[src/rtl/flintstone_mem_pkg.sv]
// Shared definitions for the flintstone dual-port SRAM access path:
// geometry defaults, arbiter FSM encoding and requester ids.
package flintstone_mem_pkg;

  localparam int ADDR_W_DEF = 15;
  localparam int DATA_W_DEF = 16;

  typedef enum logic [1:0] {
    IDLE  = 2'd0,
    ISSUE = 2'd1,
    DATA  = 2'd2
  } arb_state_e;

  localparam logic REQ_ID0 = 1'b0;
  localparam logic REQ_ID1 = 1'b1;

endpackage

[src/rtl/rr_arb2.sv]
// Combinational two-way round-robin pick: a lone requester always wins,
// a tie goes to the requester named by prio.
module rr_arb2
  import flintstone_mem_pkg::*;
(
  input  logic [1:0] req,
  input  logic       prio,
  output logic       winner,
  output logic       valid
);

  // winner selection
  always_comb begin
    winner = REQ_ID0;
    valid  = req[0] | req[1];
    case (req)
      2'b01:   winner = REQ_ID0;
      2'b10:   winner = REQ_ID1;
      2'b11:   winner = prio;
      default: winner = REQ_ID0;
    endcase
  end

endmodule

[src/rtl/sram_arbiter.sv]
// Port-A access controller for the 32K x 16 dual-port SRAM: serialises two
// requesters through an IDLE/ISSUE/DATA sequence with registered handshakes.
module sram_arbiter
  import flintstone_mem_pkg::*;
#(
  parameter int ADDR_W = ADDR_W_DEF,
  parameter int DATA_W = DATA_W_DEF
) (
  input  logic              i_clk,
  input  logic              i_rst,
  input  logic              i_req0,
  input  logic              i_req1,
  input  logic              i_we0,
  input  logic              i_we1,
  input  logic [ADDR_W-1:0] i_addr0,
  input  logic [ADDR_W-1:0] i_addr1,
  input  logic [DATA_W-1:0] i_wdata0,
  input  logic [DATA_W-1:0] i_wdata1,
  output logic              o_gnt0,
  output logic              o_gnt1,
  output logic              o_ack0,
  output logic              o_ack1,
  output logic [DATA_W-1:0] o_rdata,
  output logic              o_sram_we,
  output logic [ADDR_W-1:0] o_sram_addr,
  output logic [DATA_W-1:0] o_sram_wdata,
  input  logic [DATA_W-1:0] i_sram_rdata
);

  arb_state_e        state_r;
  arb_state_e        state_next_s;
  logic              prio_r;
  logic              id_r;
  logic              win_id_s;
  logic              win_valid_s;
  logic              launch_s;
  logic              finish_s;
  logic              sel_we_s;
  logic [ADDR_W-1:0] sel_addr_s;
  logic [DATA_W-1:0] sel_wdata_s;

  rr_arb2 u_rr_arb2 (
    .req    ({i_req1, i_req0}),
    .prio   (prio_r),
    .winner (win_id_s),
    .valid  (win_valid_s)
  );

  // FSM state register
  always_ff @(posedge i_clk or posedge i_rst) begin
    if (i_rst) begin
      state_r <= IDLE;
    end else begin
      state_r <= state_next_s;
    end
  end

  // FSM next-state logic
  always_comb begin
    state_next_s = state_r;
    case (state_r)
      IDLE: begin
        if (win_valid_s) begin
          state_next_s = ISSUE;
        end else begin
          state_next_s = IDLE;
        end
      end
      ISSUE:   state_next_s = DATA;
      DATA:    state_next_s = IDLE;
      default: state_next_s = IDLE;
    endcase
  end

  // FSM output decode and winner field mux
  always_comb begin
    launch_s    = 1'b0;
    finish_s    = 1'b0;
    sel_we_s    = i_we0;
    sel_addr_s  = i_addr0;
    sel_wdata_s = i_wdata0;
    case (state_r)
      IDLE:    launch_s = win_valid_s;
      DATA:    finish_s = 1'b1;
      default: launch_s = 1'b0;
    endcase
    if (win_id_s == REQ_ID1) begin
      sel_we_s    = i_we1;
      sel_addr_s  = i_addr1;
      sel_wdata_s = i_wdata1;
    end else begin
      sel_we_s    = i_we0;
      sel_addr_s  = i_addr0;
      sel_wdata_s = i_wdata0;
    end
  end

  // Registered grant/ack pulses and SRAM write strobe; we is high only in ISSUE
  always_ff @(posedge i_clk or posedge i_rst) begin
    if (i_rst) begin
      o_gnt0    <= 1'b0;
      o_gnt1    <= 1'b0;
      o_ack0    <= 1'b0;
      o_ack1    <= 1'b0;
      o_sram_we <= 1'b0;
    end else begin
      o_gnt0    <= launch_s & (win_id_s == REQ_ID0);
      o_gnt1    <= launch_s & (win_id_s == REQ_ID1);
      o_ack0    <= finish_s & (id_r == REQ_ID0);
      o_ack1    <= finish_s & (id_r == REQ_ID1);
      o_sram_we <= launch_s & sel_we_s;
    end
  end

  // Request latch, priority pointer and read-data capture
  always_ff @(posedge i_clk or posedge i_rst) begin
    if (i_rst) begin
      prio_r       <= REQ_ID0;
      id_r         <= REQ_ID0;
      o_sram_addr  <= {ADDR_W{1'b0}};
      o_sram_wdata <= {DATA_W{1'b0}};
      o_rdata      <= {DATA_W{1'b0}};
    end else begin
      if (launch_s) begin
        id_r         <= win_id_s;
        prio_r       <= ~win_id_s;
        o_sram_addr  <= sel_addr_s;
        o_sram_wdata <= sel_wdata_s;
      end
      if (finish_s) begin
        o_rdata <= i_sram_rdata;
      end
    end
  end

endmodule

[config.mk]
export PLATFORM = sky130hd
export DESIGN_NAME = sram_arbiter
export DESIGN_NICKNAME = d
export VERILOG_FILES = /design/src/rtl/flintstone_mem_pkg.sv /design/src/rtl/rr_arb2.sv /design/src/rtl/sram_arbiter.sv
export SDC_FILE = /design/constraint.sdc
export NUM_CORES = 1
export LEC_CHECK = 0
export BUFFER_PORTS_ARGS = -buffer_cell sky130_fd_sc_hd__buf_4
export CAP_MARGIN = 0
export CORE_AREA = 3 3 69 84
export DETAILED_ROUTE_END_ITERATION = 7
export DIE_AREA = 0 0 72 87
export PLACE_DENSITY = 0.9
export SLEW_MARGIN = 20
export SYNTH_ARGS = -nofsm -noshare
export SYNTH_HDL_FRONTEND = slang
export SYNTH_SLANG_ARGS = --single-unit
[constraint.sdc]
create_clock -name i_clk -period 2.4 [get_ports i_clk]
set_input_delay 0 -clock i_clk [delete_from_list [all_inputs] [get_ports i_clk]]
set_output_delay 0 -clock i_clk [all_outputs]
set_load 0.05 [all_outputs]
==> metrics.cfg <==
[run_status]
outcome = finished clean

[power]
p_seq_frac = 0.269
p_per_area_nw_per_um2 = 1456
p_switching_mw = 2.932
switching_share = 0.4744
p_int_mw = 3.249
p_total_mw = 6.181
p_leak_nw = 2.067
combPwrFrac = 0.648
peakVddDrop_uv = 893.5
p_clk_frac = 0.083

[timing]
period_needed_ns = 2.232
post-route-period-util = 0.9301
worst_slack_ns = 0.1678
maxSlewViolCount = 0
whs_ns = 0.2738
fin_setup_tns_ns = 0
max_slew.worst_pin.slew_ns = 0.8066
fmax_ghz = 0.4480
hold_viol = 0
setup_viol = 0
clock_skew_ns = 0.007516
rsz0062_at_grt = false
slew_headroom = 0.4622

[synthesis]
synth_largest_area_cell = dfrtp_1
synth_common_cells = 56 x dfrtp_1, 31 x a221o_1, 31 x o21a_1, 11 x buf_2
synth_seq_area_share = 0.6022
synthArstFlopShare = 1.000
synth_ff_type = dfrtp_1
ys_top_cells_by_area = dfrtp_1 60%, a221o_1 13%, o21a_1 10%, mux2_1 3.9%, mux2_2 3.9%
synth_edf_count = 0
synth_top_area_frac = 0.6022
synth_most_common_cell = dfrtp_1
synth_cell_types = 18
yosys_warnings = 0
synth-seq-cells = 56
syn_nets = 253
syn_inst = 169
synth.cell_area_um2 = 2327
avgSynthCellArea_um2 = 13.77

[setup_path]
critPathLaunch = state_r[0]
cp.arrival_ns = 2.41
reg2regPathDepth = 4
cp-endpoint = o_sram_addr[12]
path_class = reg -> reg
r2r-start = state_r[0]
cp_max_fo = 33
cp.required_ns = 2.58
endpoint_kind = flop
r2r_slack_ns = 0.17
reg2reg_to = o_sram_addr[12]
startpoint_type = flop

[finish]
final_util = 0.8474
fin_cells = 441
filler_cell_count = 256
syn_to_final_growth_pct = 82.42
nets = 463
register_area_um2 = 1401
final_layout_size_suffix_gt1_frac = 0.4158
multi_input_area_um2 = 813.3
final_area_um2 = 4245

[clock_network]
clockBufferDepth = 2
cts.sinks = 56
post_cts.repair.setup_buffers = 0
clkTransAtPathRegs_ns = 0.10
h-tree-depth = 2
cts_tree = done
cts_made_buffers = 5
clock_latency_ns = 0.30
cts.root.buffer_cell = clkbuf_8

[global_route]
grt_pass1_wl_mm = 13.07
antenna_found_initial = 0
grt_pass1_vias = 2633
grt_max_degree = 57
grt_usage = 0.2740
grt_overflow = 0

[routing]
drc = 0
drt_iter0_markers = 96
vias_per_cell = 5.259
via_count = 2319
drt-total-wl_mm = 8.144
drt_first_pass_iters = 4
ant_nets = 0
avgRoutedWirePerCell_um = 18.47

[floorplan]
fp.dieH_um = 87
core_um2 = 5010
rows = 28
ios = 136
initial_core_util = 0.4645
die_w_um = 72
dieArea_um2 = 6264

[placed_design]
postPlaceCellArea_um2 = 3341
place_congestion = 0.7455
place_inst = 351
hpwl_mm = 4.315
dp_slack_ns = 0.5830
port_buffers = 135

[flow_run]
cap_viol_max_count = 0

[worst_hold_path]
hold_path_class = in -> reg
worstHoldStart = i_req1

-- how the worst min path moves through the flow --
stage                  to  depth (start not counted)
5_1_grt            o_gnt0                          3
6_report       state_r[0]                          4
2_1_floorplan  o_rdata[0]                          1
3_5_place_dp   o_rdata[0]                          2
4_1_cts        state_r[0]                          4
3_3_place_gp   o_rdata[1]                          2
-- repair_timing --
item,4_1_cts,5_1_grt
hold buffers,81,0
resized for setup,0,0
hold endpoints to repair,104,0
-- final cells by class --
| cell class | count | area share |
|---|---|---|
| Timing Repair Buffer | 220 | 0.4368 |
| Sequential cell | 56 | 0.3301 |
| Multi-Input combinational cell | 94 | 0.1916 |
| Tap cell | 60 | 0.01768 |
| Clock buffer | 5 | 0.01621 |
| Clock inverter | 3 | 0.005305 |
| Inverter | 2 | 0.001768 |
| Antenna cell | 1 | 0.0005894 |
-- power by group through the flow --
stage	Combinational (mW)	Clock, mW	Sequential (mW)
3_5_place_dp	3.39	0	1.65
6_report	4.01	0.512	1.66
5_1_grt	4.20	0.560	1.72
4_1_cts	3.92	0.523	1.64
3_3_place_gp	3.33	0	1.63
2_1_floorplan	1.01	0	3.10
-- cells in the final DEF (no fill, tap or decap) --
cell type	netlist	layout
buf_4	0	139
dlygate4sd3_1	0	81
dfrtp_1	56	56
o21a_1	31	31
a221o_1	31	31
mux2_1	8	8
mux2_2	8	8
clkbuf_8	0	5
nor2_1	5	4
nand2b_1	3	3
and3_1	2	2
diode_2	0	1
or2_2	0	1
nor2_2	0	1
nand2_1	1	1
nor2b_1	1	1
inv_1	2	1
a22o_1	1	1
inv_2	0	1
o21bai_1	1	1
o21ai_0	1	1
clkinv_2	0	1
clkinv_4	0	1
inv_6	0	1
-- critical path, stage by stage, from the launching register on --
cell and delay, ns:
dfrtp_1 0.40, or2_2 0.57, o21a_1 0.27, a221o_1 0.26, dlygate4sd3_1 0.59
-- sequential cells by signal, indices dropped and copies added (netlist names) --
register / cells
o_ack1: 1
o_sram_we: 1
prio_r: 1
o_sram_addr: 15
o_gnt0: 1
o_rdata: 16
o_sram_wdata: 16
state_r: 2
id_r: 1
o_gnt1: 1
o_ack0: 1
-- layer usage --
metal	global-route usage	part of all wire	vias to the layer above
met2	0.5293	0.58	98
li1	-	-	1067
met5	0	0	-
met3	0.06005	0.061	10
met1	0.2893	0.34	1144
met4	0.08889	0.018	0
-- logic make-up (layout without fill, tap and decap cells) --
kind of cell	Yosys count	count (layout)	share of synthesized area
AOI/OAI and AO/OA	65	65	0.2425
buffers and inverters	19	230	0.04946
DFF	56	56	0.6021
muxes	16	16	0.07742
other	0	1	0
and+or+nand+nor	13	13	0.02850
Power figures use the tool's default switching activity.
